<file path="src/rtl/load_store_unit.sv">
// Load/store unit between the execute stage and a single-ported 64-bit data memory.
// Each accepted request becomes one memory strobe and a one-cycle response pulse, or a fault response.
module load_store_unit #(
  parameter int DEPTH_WORDS = 32,
  parameter int FCNT_W      = 8
) (
  input  logic              im_clk,
  input  logic              reset,
  input  logic              req_valid,
  output logic              req_ready,
  input  logic              req_read,
  input  logic              req_write,
  input  logic [63:0]       req_addr,
  input  logic [63:0]       req_wdata,
  output logic              mem_read,
  output logic              mem_write,
  output logic [63:0]       mem_addr,
  output logic [63:0]       mem_wdata,
  input  logic [63:0]       mem_rdata,
  output logic              resp_valid,
  output logic [63:0]       resp_data,
  output logic              resp_fault,
  output logic              stall,
  output logic [FCNT_W-1:0] fault_count
);

  typedef enum logic [1:0] {
    IDLE    = 2'd0,
    ISSUE   = 2'd1,
    CAPTURE = 2'd2,
    RESP    = 2'd3
  } state_e;

  localparam logic [63:0] ADDR_LIMIT = 64'(DEPTH_WORDS) << 3;

  state_e              state_q, state_d;
  logic [60:0]         word_q;
  logic [63:0]         wdata_q;
  logic                load_q;
  logic                store_q;
  logic [63:0]         resp_data_q;
  logic                resp_fault_q;
  logic [FCNT_W-1:0]   fault_count_q;

  logic                accept;
  logic                req_fault;

  assign accept = (state_q == IDLE) && req_valid;

  // Rejects ambiguous commands, sub-word addresses and anything past the last word.
  assign req_fault = (req_read == req_write)
                  || (req_addr[2:0] != 3'b000)
                  || (req_addr >= ADDR_LIMIT);

  // NOTE: sequential state uses non-blocking assignments so every register samples pre-edge values.
  always_ff @(posedge im_clk or posedge reset) begin
    if (reset) begin
      state_q <= IDLE;
    end else begin
      state_q <= state_d;
    end
  end

  // NOTE: every variable written in always_comb gets a default first, so no latch can be inferred.
  always_comb begin
    state_d = state_q;
    unique case (state_q)
      IDLE:    if (req_valid) state_d = req_fault ? RESP : ISSUE;
      ISSUE:   state_d = load_q ? CAPTURE : RESP;
      CAPTURE: state_d = RESP;
      RESP:    state_d = IDLE;
      default: state_d = IDLE;
    endcase
  end

  always_ff @(posedge im_clk or posedge reset) begin
    if (reset) begin
      word_q        <= '0;
      wdata_q       <= '0;
      load_q        <= 1'b0;
      store_q       <= 1'b0;
      resp_data_q   <= '0;
      resp_fault_q  <= 1'b0;
      fault_count_q <= '0;
    end else begin
      if (accept) begin
        word_q  <= req_addr[63:3];
        wdata_q <= req_wdata;
        load_q  <= req_read;
        store_q <= req_write;
      end

      if (accept && req_fault && (fault_count_q != {FCNT_W{1'b1}})) begin
        fault_count_q <= fault_count_q + FCNT_W'(1);
      end

      // Response registers change only on entry to RESP and hold afterwards.
      if (accept && req_fault) begin
        resp_data_q  <= '0;
        resp_fault_q <= 1'b1;
      end else if ((state_q == ISSUE) && store_q) begin
        resp_data_q  <= '0;
        resp_fault_q <= 1'b0;
      end else if (state_q == CAPTURE) begin
        resp_data_q  <= mem_rdata;
        resp_fault_q <= 1'b0;
      end
    end
  end

  always_comb begin
    req_ready  = 1'b0;
    mem_read   = 1'b0;
    mem_write  = 1'b0;
    mem_addr   = '0;
    mem_wdata  = '0;
    resp_valid = 1'b0;
    unique case (state_q)
      IDLE:  req_ready = 1'b1;
      ISSUE: begin
        mem_read  = load_q;
        mem_write = store_q;
        mem_addr  = {3'b000, word_q};
        mem_wdata = wdata_q;
      end
      CAPTURE: ;
      RESP:    resp_valid = 1'b1;
      default: ;
    endcase
  end

  assign stall       = ~req_ready;
  assign resp_data   = resp_data_q;
  assign resp_fault  = resp_fault_q;
  assign fault_count = fault_count_q;

endmodule

</file>
<file path="config.mk">
export PLATFORM = sky130hd
export DESIGN_NAME = load_store_unit
export DESIGN_NICKNAME = d
export VERILOG_FILES = /design/src/rtl/load_store_unit.sv
export SDC_FILE = /design/constraint.sdc
export NUM_CORES = 1
export LEC_CHECK = 0
export CAP_MARGIN = 20
export CORE_AREA = 2 2 158 160
export CTS_CLUSTER_SIZE = 40
export DETAILED_ROUTE_END_ITERATION = 8
export DIE_AREA = 0 0 160 162
export PLACE_DENSITY = 0.72
export SLEW_MARGIN = 20
export SYNTH_ARGS = -nofsm -noshare
export SYNTH_HDL_FRONTEND = slang
export SYNTH_SLANG_ARGS = --single-unit
export TNS_END_PERCENT = 50
</file>
<file path="constraint.sdc">
create_clock -name im_clk -period 7.2 [get_ports im_clk]
set_input_delay 0.72 -clock im_clk [delete_from_list [all_inputs] [get_ports im_clk]]
set_output_delay 0.72 -clock im_clk [all_outputs]
set_load 0.05 [all_outputs]
</file>
==> flow_metrics.py, run 1 <==
metrics = {
    "status": {
        "status": "completed",
    },
    "critical_path": {
        "cp_max_fo": 81,
        "cp.depth": 5,
        "worst_ep_required_time_ps": 6480,
        "crit_arrival_ps": 3290,
        "r2r_slack_ps": 4260,
        "r2r_end": "wdata_q[46]$_DFFE_PP0P_",
        "r2r_cells": 5,
        "path_cells": "inv_1, ha_4, buf_4, and2_1, clkdlybuf4s50_1",
        "worstSetupStartpointType": "register",
        "worst_path_dominant_cell_family": "buffers and inverters",
        "r2r-start": "state_q[0]$_DFFE_PP0P_",
        "slowest_delay_ps": 810,
        "criticalPathCategory": "register to primary output",
        "crit_path_start": "state_q[1]$_DFFE_PP0P_",
        "critPathCaptureType": "primary output",
        "cp_slowest_cell": "clkdlybuf4s50_1",
        "crit_buf_inv": 3,
        "crit_end": "mem_addr[46]",
    },
    "pwr": {
        "total_power_mw": 7.04,
        "vdd_ir_drop_max_mv": 0.338,
        "power_density_mw_per_mm2": 507,
        "p_leak_nw": 5.86,
    },
    "clocking": {
        "ctsHoldBuffers": 0,
        "clk_path_buf_depth": 3,
        "clock-sinks": 202,
        "ctsRootBufferMaster": "clkbuf_16",
        "numCtsBuffers": 23,
        "cts_max_level": 1,
        "cts-resized-gates": 0,
        "postCtsSetupBuffers": 0,
        "tritoncts": "done",
        "worstSkewPairLatency_ps": 510,
        "clk_pin_slew_ps": 60,
    },
    "layout": {
        "syn2layout_area_growth_pct": 56.6,
        "num_antenna_cells": 0,
        "drive_above_1_share_pct": 16.5,
        "nNetsFinal": 1285,
    },
    "logic_synthesis": {
        "synthFlopType": "dfrtp_1",
        "synth_common_cells": "202 x dfrtp_1, 129 x mux2_2, 126 x and2_1",
        "yosysSeqAreaShare_pct": 57.0,
        "ys_ff_latch": 202,
        "yosysTopAreaCell": "dfrtp_1",
        "syn_area_per_cell_um2": 12.7,
        "synth-edff-count": 0,
        "synthCells": 696,
        "ys_async_sr_fraction_pct": 100,
        "synth_most_common_cell": "dfrtp_1",
        "yosys_warnings": 0,
        "synth_area_leaders": "dfrtp_1 57%, mux2_2 16%, and2_1 8.9%",
        "synth_area_mm2": 0.00886,
        "synth.distinct_cells": 30,
        "synth_top_area_share_pct": 57.0,
    },
    "detailed_routing": {
        "detail-route-antenna-nets": 0,
        "vias": 6676,
        "finalWirelength_mm": 26.6,
        "drc": 0,
        "drt-wirelength-per-cell_um": 18.7,
        "routed_via_density": 4.69,
        "drt_iter0_drc": 294,
        "drt_pass1_iterations": 4,
    },
    "sta": {
        "skew_ps": 15.6,
        "tightest_slew_ps": 985,
        "fin_ws_ps": 3190,
        "fin_crit_ps": 4010,
        "fin_tns_setup_ps": 0,
        "grt_setup_unrepaired": "false",
        "max_slew_margin_pct": 34.3,
        "fmax_ghz": 0.250,
        "holdWs_ps": 494,
        "timing.final.hold_violations": 0,
        "slew_violations": 0,
        "min_period_over_period_pct": 55.6,
        "finalSetupViolCount": 0,
    },
    "grt": {
        "grt_pass1_wl_mm": 41.5,
        "antenna_found_initial": 2,
        "grt_use_total_pct": 20.3,
        "gr-total-overflow": 0,
        "grt_max_degree": 128,
        "grt_pass1_vias": 7253,
    },
    "place": {
        "io_buffer_count": 399,
        "gp_congestion": 0.777,
        "dp_hpwl_mm": 19.1,
        "pre_cts_ws_ps": 3680,
    },
    "floorplanning": {
        "io_pins": 403,
        "start_util_pct": 36.8,
        "core_area_mm2": 0.0241,
        "dieArea_mm2": 0.0259,
        "num_rows": 57,
        "fp.dieW_um": 160,
        "die_h_um": 162,
    },
    "worst_hold_path": {
        "hold_path.class": "register to register",
    },
    "flow_run": {
        "maxCapViolCount": 0,
    },
}
-- registers in the layout, summed over array words and instances (netlist names) --
name / cells
wdata_q: 64
store_q: 1
resp_data: 64
state_q: 2
resp_fault: 1
fault_count: 8
load_q: 1
word_q: 61
-- worst min-delay path by stage --
stage	start	to	slack, ps	cells past startpoint
2_1_floorplan	wdata_q[0]$_DFFE_PP0P_	wdata_q[0]$_DFFE_PP0P_	470	1
3_3_place_gp	wdata_q[21]$_DFFE_PP0P_	wdata_q[21]$_DFFE_PP0P_	480	1
3_5_place_dp	wdata_q[21]$_DFFE_PP0P_	wdata_q[21]$_DFFE_PP0P_	490	1
4_1_cts	word_q[26]$_DFFE_PP0P_	word_q[26]$_DFFE_PP0P_	500	1
5_1_grt	word_q[26]$_DFFE_PP0P_	word_q[26]$_DFFE_PP0P_	500	1
6_report	wdata_q[24]$_DFFE_PP0P_	wdata_q[24]$_DFFE_PP0P_	490	1
-- cell families (layout without fill, tap and decap cells) --
family | Yosys count | count (layout) | share of synthesized area, %
xor+xnor | 7 | 7 | 0.692
simple gates | 233 | 233 | 14.6
fa+ha+maj | 5 | 5 | 0.706
compound gates | 5 | 5 | 0.522
flops | 202 | 202 | 57.0
buf+inv | 50 | 450 | 2.75
mux | 193 | 193 | 23.6
other cells | 1 | 3 | 0.0423
-- cell type report --
cell class,instances,area (µm²)
clock buffers,38,722
well taps,324,405
clock inverters,2,13.8
inverters,6,30.0
repair buffers,404,4050
fillers,2075,10200
flip-flops and latches,202,5050
multi-input cells,446,3600
-- layout by cell type (no fill, tap or decap), types with 2 or more instances in the layout --
cell,instances
clkdlybuf4s50_1,399
dfrtp_1,202
mux2_2,129
and2_1,126
mux2i_1,64
nor2_1,61
clkbuf_16,23
nor4_1,16
clkbuf_8,9
xor2_1,6
nand2_1,6
nor2_2,6
clkbuf_1,6
inv_1,5
nand4_1,4
nor3_1,4
buf_4,4
nand3_1,3
ha_1,3
conb_1,3
nand2b_1,2
ha_4,2
-- per-stage QoR --
step | cells | instance area (µm²) | utilization (%)
after global placement | 1381 | 13100 | 54.4
after detailed placement | 1381 | 13100 | 54.4
after CTS | 1421 | 13900 | 57.5
after floorplan | 698 | 8870 | -
final | 1422 | 13900 | 57.6
after global routing | 1422 | 13900 | 57.6
-- metal layers --
layer	global-route usage [%]	part of all wire, %
met1	23.0	38
met2	34.7	48
met3	8.53	11
met4	6.80	3.2
met5	0	0.098
-- power breakdown --
group	total, mW	switching (mW)	internal (mW)
Clock	1.13	0.455	0.679
Combinational	3.96	2.44	1.51
Sequential	1.95	0.281	1.67
No activity file was read; power rests on OpenSTA's default activity.
==> inputs of run 2 (changes only) <==
clock period = 4.1 ns   (was 7.2 ns; I/O delays follow)
==> run 2 against run 1 <==
Power is 77% higher. Core utilization is 0.35 points higher. Cell area is 0.61% higher. Clock power is 83% higher. Critical path depth stayed put. Critical path type unchanged. Critical endpoint is now mem_wdata[59]. Die area stayed put. Largest cell class unchanged. Highest routed layer is now met4. Global-route usage is 0.82 points lower.
==> flow_metrics.py, run 2 (same netlist as run 1, synthesis figures left out) <==
metrics = {
    "grt": {
        "grt_max_degree": 132,
        "grt_pass1_wl_mm": 40.3,
        "grt_pass1_vias": 6993,
        "antenna_found_initial": 0,
        "grt_use_total_pct": 19.5,
        "gr-total-overflow": 0,
    },
    "sta": {
        "tightest_slew_ps": 877,
        "timing.final.hold_violations": 0,
        "skew_ps": 13.4,
        "grt_setup_unrepaired": "false",
        "fmax_ghz": 0.295,
        "slew_violations": 0,
        "holdWs_ps": 369,
        "max_slew_margin_pct": 41.5,
        "finalSetupViolCount": 0,
        "min_period_over_period_pct": 82.6,
        "fin_crit_ps": 3390,
        "fin_tns_setup_ps": 0,
    },
    "clocking": {
        "ctsRootBufferMaster": "clkbuf_16",
        "worstSkewPairLatency_ps": 510,
        "cts_max_level": 1,
        "ctsHoldBuffers": 0,
        "numCtsBuffers": 23,
        "clk_pin_slew_ps": 60,
        "clk_path_buf_depth": 3,
        "clock-sinks": 202,
        "tritoncts": "done",
        "cts-resized-gates": 0,
        "postCtsSetupBuffers": 0,
    },
    "floorplanning": {
        "die_h_um": 162,
        "start_util_pct": 36.8,
        "fp.dieW_um": 160,
        "core_area_mm2": 0.0241,
        "dieArea_mm2": 0.0259,
        "num_rows": 57,
        "io_pins": 403,
    },
    "layout": {
        "final_util_pct": 57.9,
        "num-fill-cells": 2031,
        "nNetsFinal": 1287,
        "drive_above_1_share_pct": 16.9,
        "num_antenna_cells": 0,
        "syn2layout_area_growth_pct": 57.6,
        "final_cells": 1426,
        "final_common_cell": "clkdlybuf4s50_1",
        "final_cell_mix": "399 x clkdlybuf4s50_1, 202 x dfrtp_1, 129 x mux2_2",
    },
    "pwr": {
        "comb_power_share_pct": 56.1,
        "switching_power_mw": 5.56,
        "clkPwrFrac_pct": 16.6,
        "power.share.sequential_pct": 27.2,
        "vdd_ir_drop_max_mv": 0.498,
        "power_density_mw_per_mm2": 890,
        "switching_share_pct": 44.8,
        "total_power_mw": 12.4,
        "p_leak_nw": 5.88,
        "power.internal_mw": 6.86,
    },
    "place": {
        "dp_hpwl_mm": 18.5,
        "place_inst": 1383,
        "gp_congestion": 0.799,
        "io_buffer_count": 399,
    },
    "detailed_routing": {
        "drc": 0,
        "vias": 6675,
        "routed_via_density": 4.68,
        "drt_iter0_drc": 243,
        "detail-route-antenna-nets": 0,
        "finalWirelength_mm": 25.8,
        "drt_pass1_iterations": 4,
        "drt-wirelength-per-cell_um": 18.1,
    },
    "critical_path": {
        "r2r_cells": 7,
        "r2r_slack_ps": 1850,
        "worstSetupStartpointType": "register",
        "crit_arrival_ps": 2980,
        "r2r_end": "fault_count[1]$_DFFE_PP0P_",
        "criticalPathCategory": "register to primary output",
        "worst_ep_required_time_ps": 3690,
        "r2r-start": "state_q[0]$_DFFE_PP0P_",
        "critPathCaptureType": "primary output",
        "cp_max_fo": 110,
    },
    "flow_run": {
        "maxCapViolCount": 0,
    },
    "worst_hold_path": {
        "hold_path.class": "input port to async pin",
    },
    "status": {
        "status": "completed",
    },
}
## run 2: per-layer routing
layer	vias up	track usage [%]	wire length, µm
met5	-	0	0
met4	0	4.87	534
met3	39	7.84	2730
met2	293	33.5	12400
met1	3225	22.7	10200
li1	3118	-	-
## run 2: worst max-delay path by stage
stage                                      end  depth (start not counted)                   start
detailed placement   resp_data[55]$_DFFE_PP0P_                          7            req_addr[61]
floorplan           fault_count[0]$_DFFE_PP0P_                          1                   reset
CTS                              mem_wdata[59]                          5  state_q[1]$_DFFE_PP0P_
global placement     resp_data[57]$_DFFE_PP0P_                          7            req_addr[61]
global route                     mem_wdata[59]                          5  state_q[1]$_DFFE_PP0P_
finish                           mem_wdata[59]                          5  state_q[1]$_DFFE_PP0P_
## run 2: cell type report
class / count / area [µm²] / share of cell area, %
Timing Repair Buffer: 406 / 4120 / 29.5
Tap cell: 324 / 405 / 2.90
Inverter: 6 / 26.3 / 0.188
Multi-Input combinational cell: 446 / 3590 / 25.7
Sequential cell: 202 / 5050 / 36.2
Clock inverter: 9 / 106 / 0.762
Clock buffer: 33 / 663 / 4.75
## run 2: stage by stage
| stage | instance area [µm²] | worst slack (ps) |
|---|---|---|
| 6_report | 14000 | 712 |
| 3_3_place_gp | 13200 | 826 |
| 2_1_floorplan | 8870 | 1070 |
| 5_1_grt | 14000 | 537 |
| 3_5_place_dp | 13200 | 794 |
| 4_1_cts | 13900 | 626 |
## run 2: power groups by stage
stage	Sequential, mW	Clock [mW]	Combinational [mW]
2_1_floorplan	4.19	0	3.95
6_report	3.38	2.07	6.98
3_3_place_gp	3.37	0	6.96
3_5_place_dp	3.41	0	7.00
5_1_grt	3.50	2.22	7.34
4_1_cts	3.38	2.12	7.02
## run 2: worst max-delay path, cell delays in order (launching register included)
cell	delay, ps
dfrtp_1	420
inv_1	130
ha_2	410
buf_12	370
and2_1	270
clkdlybuf4s50_1	830
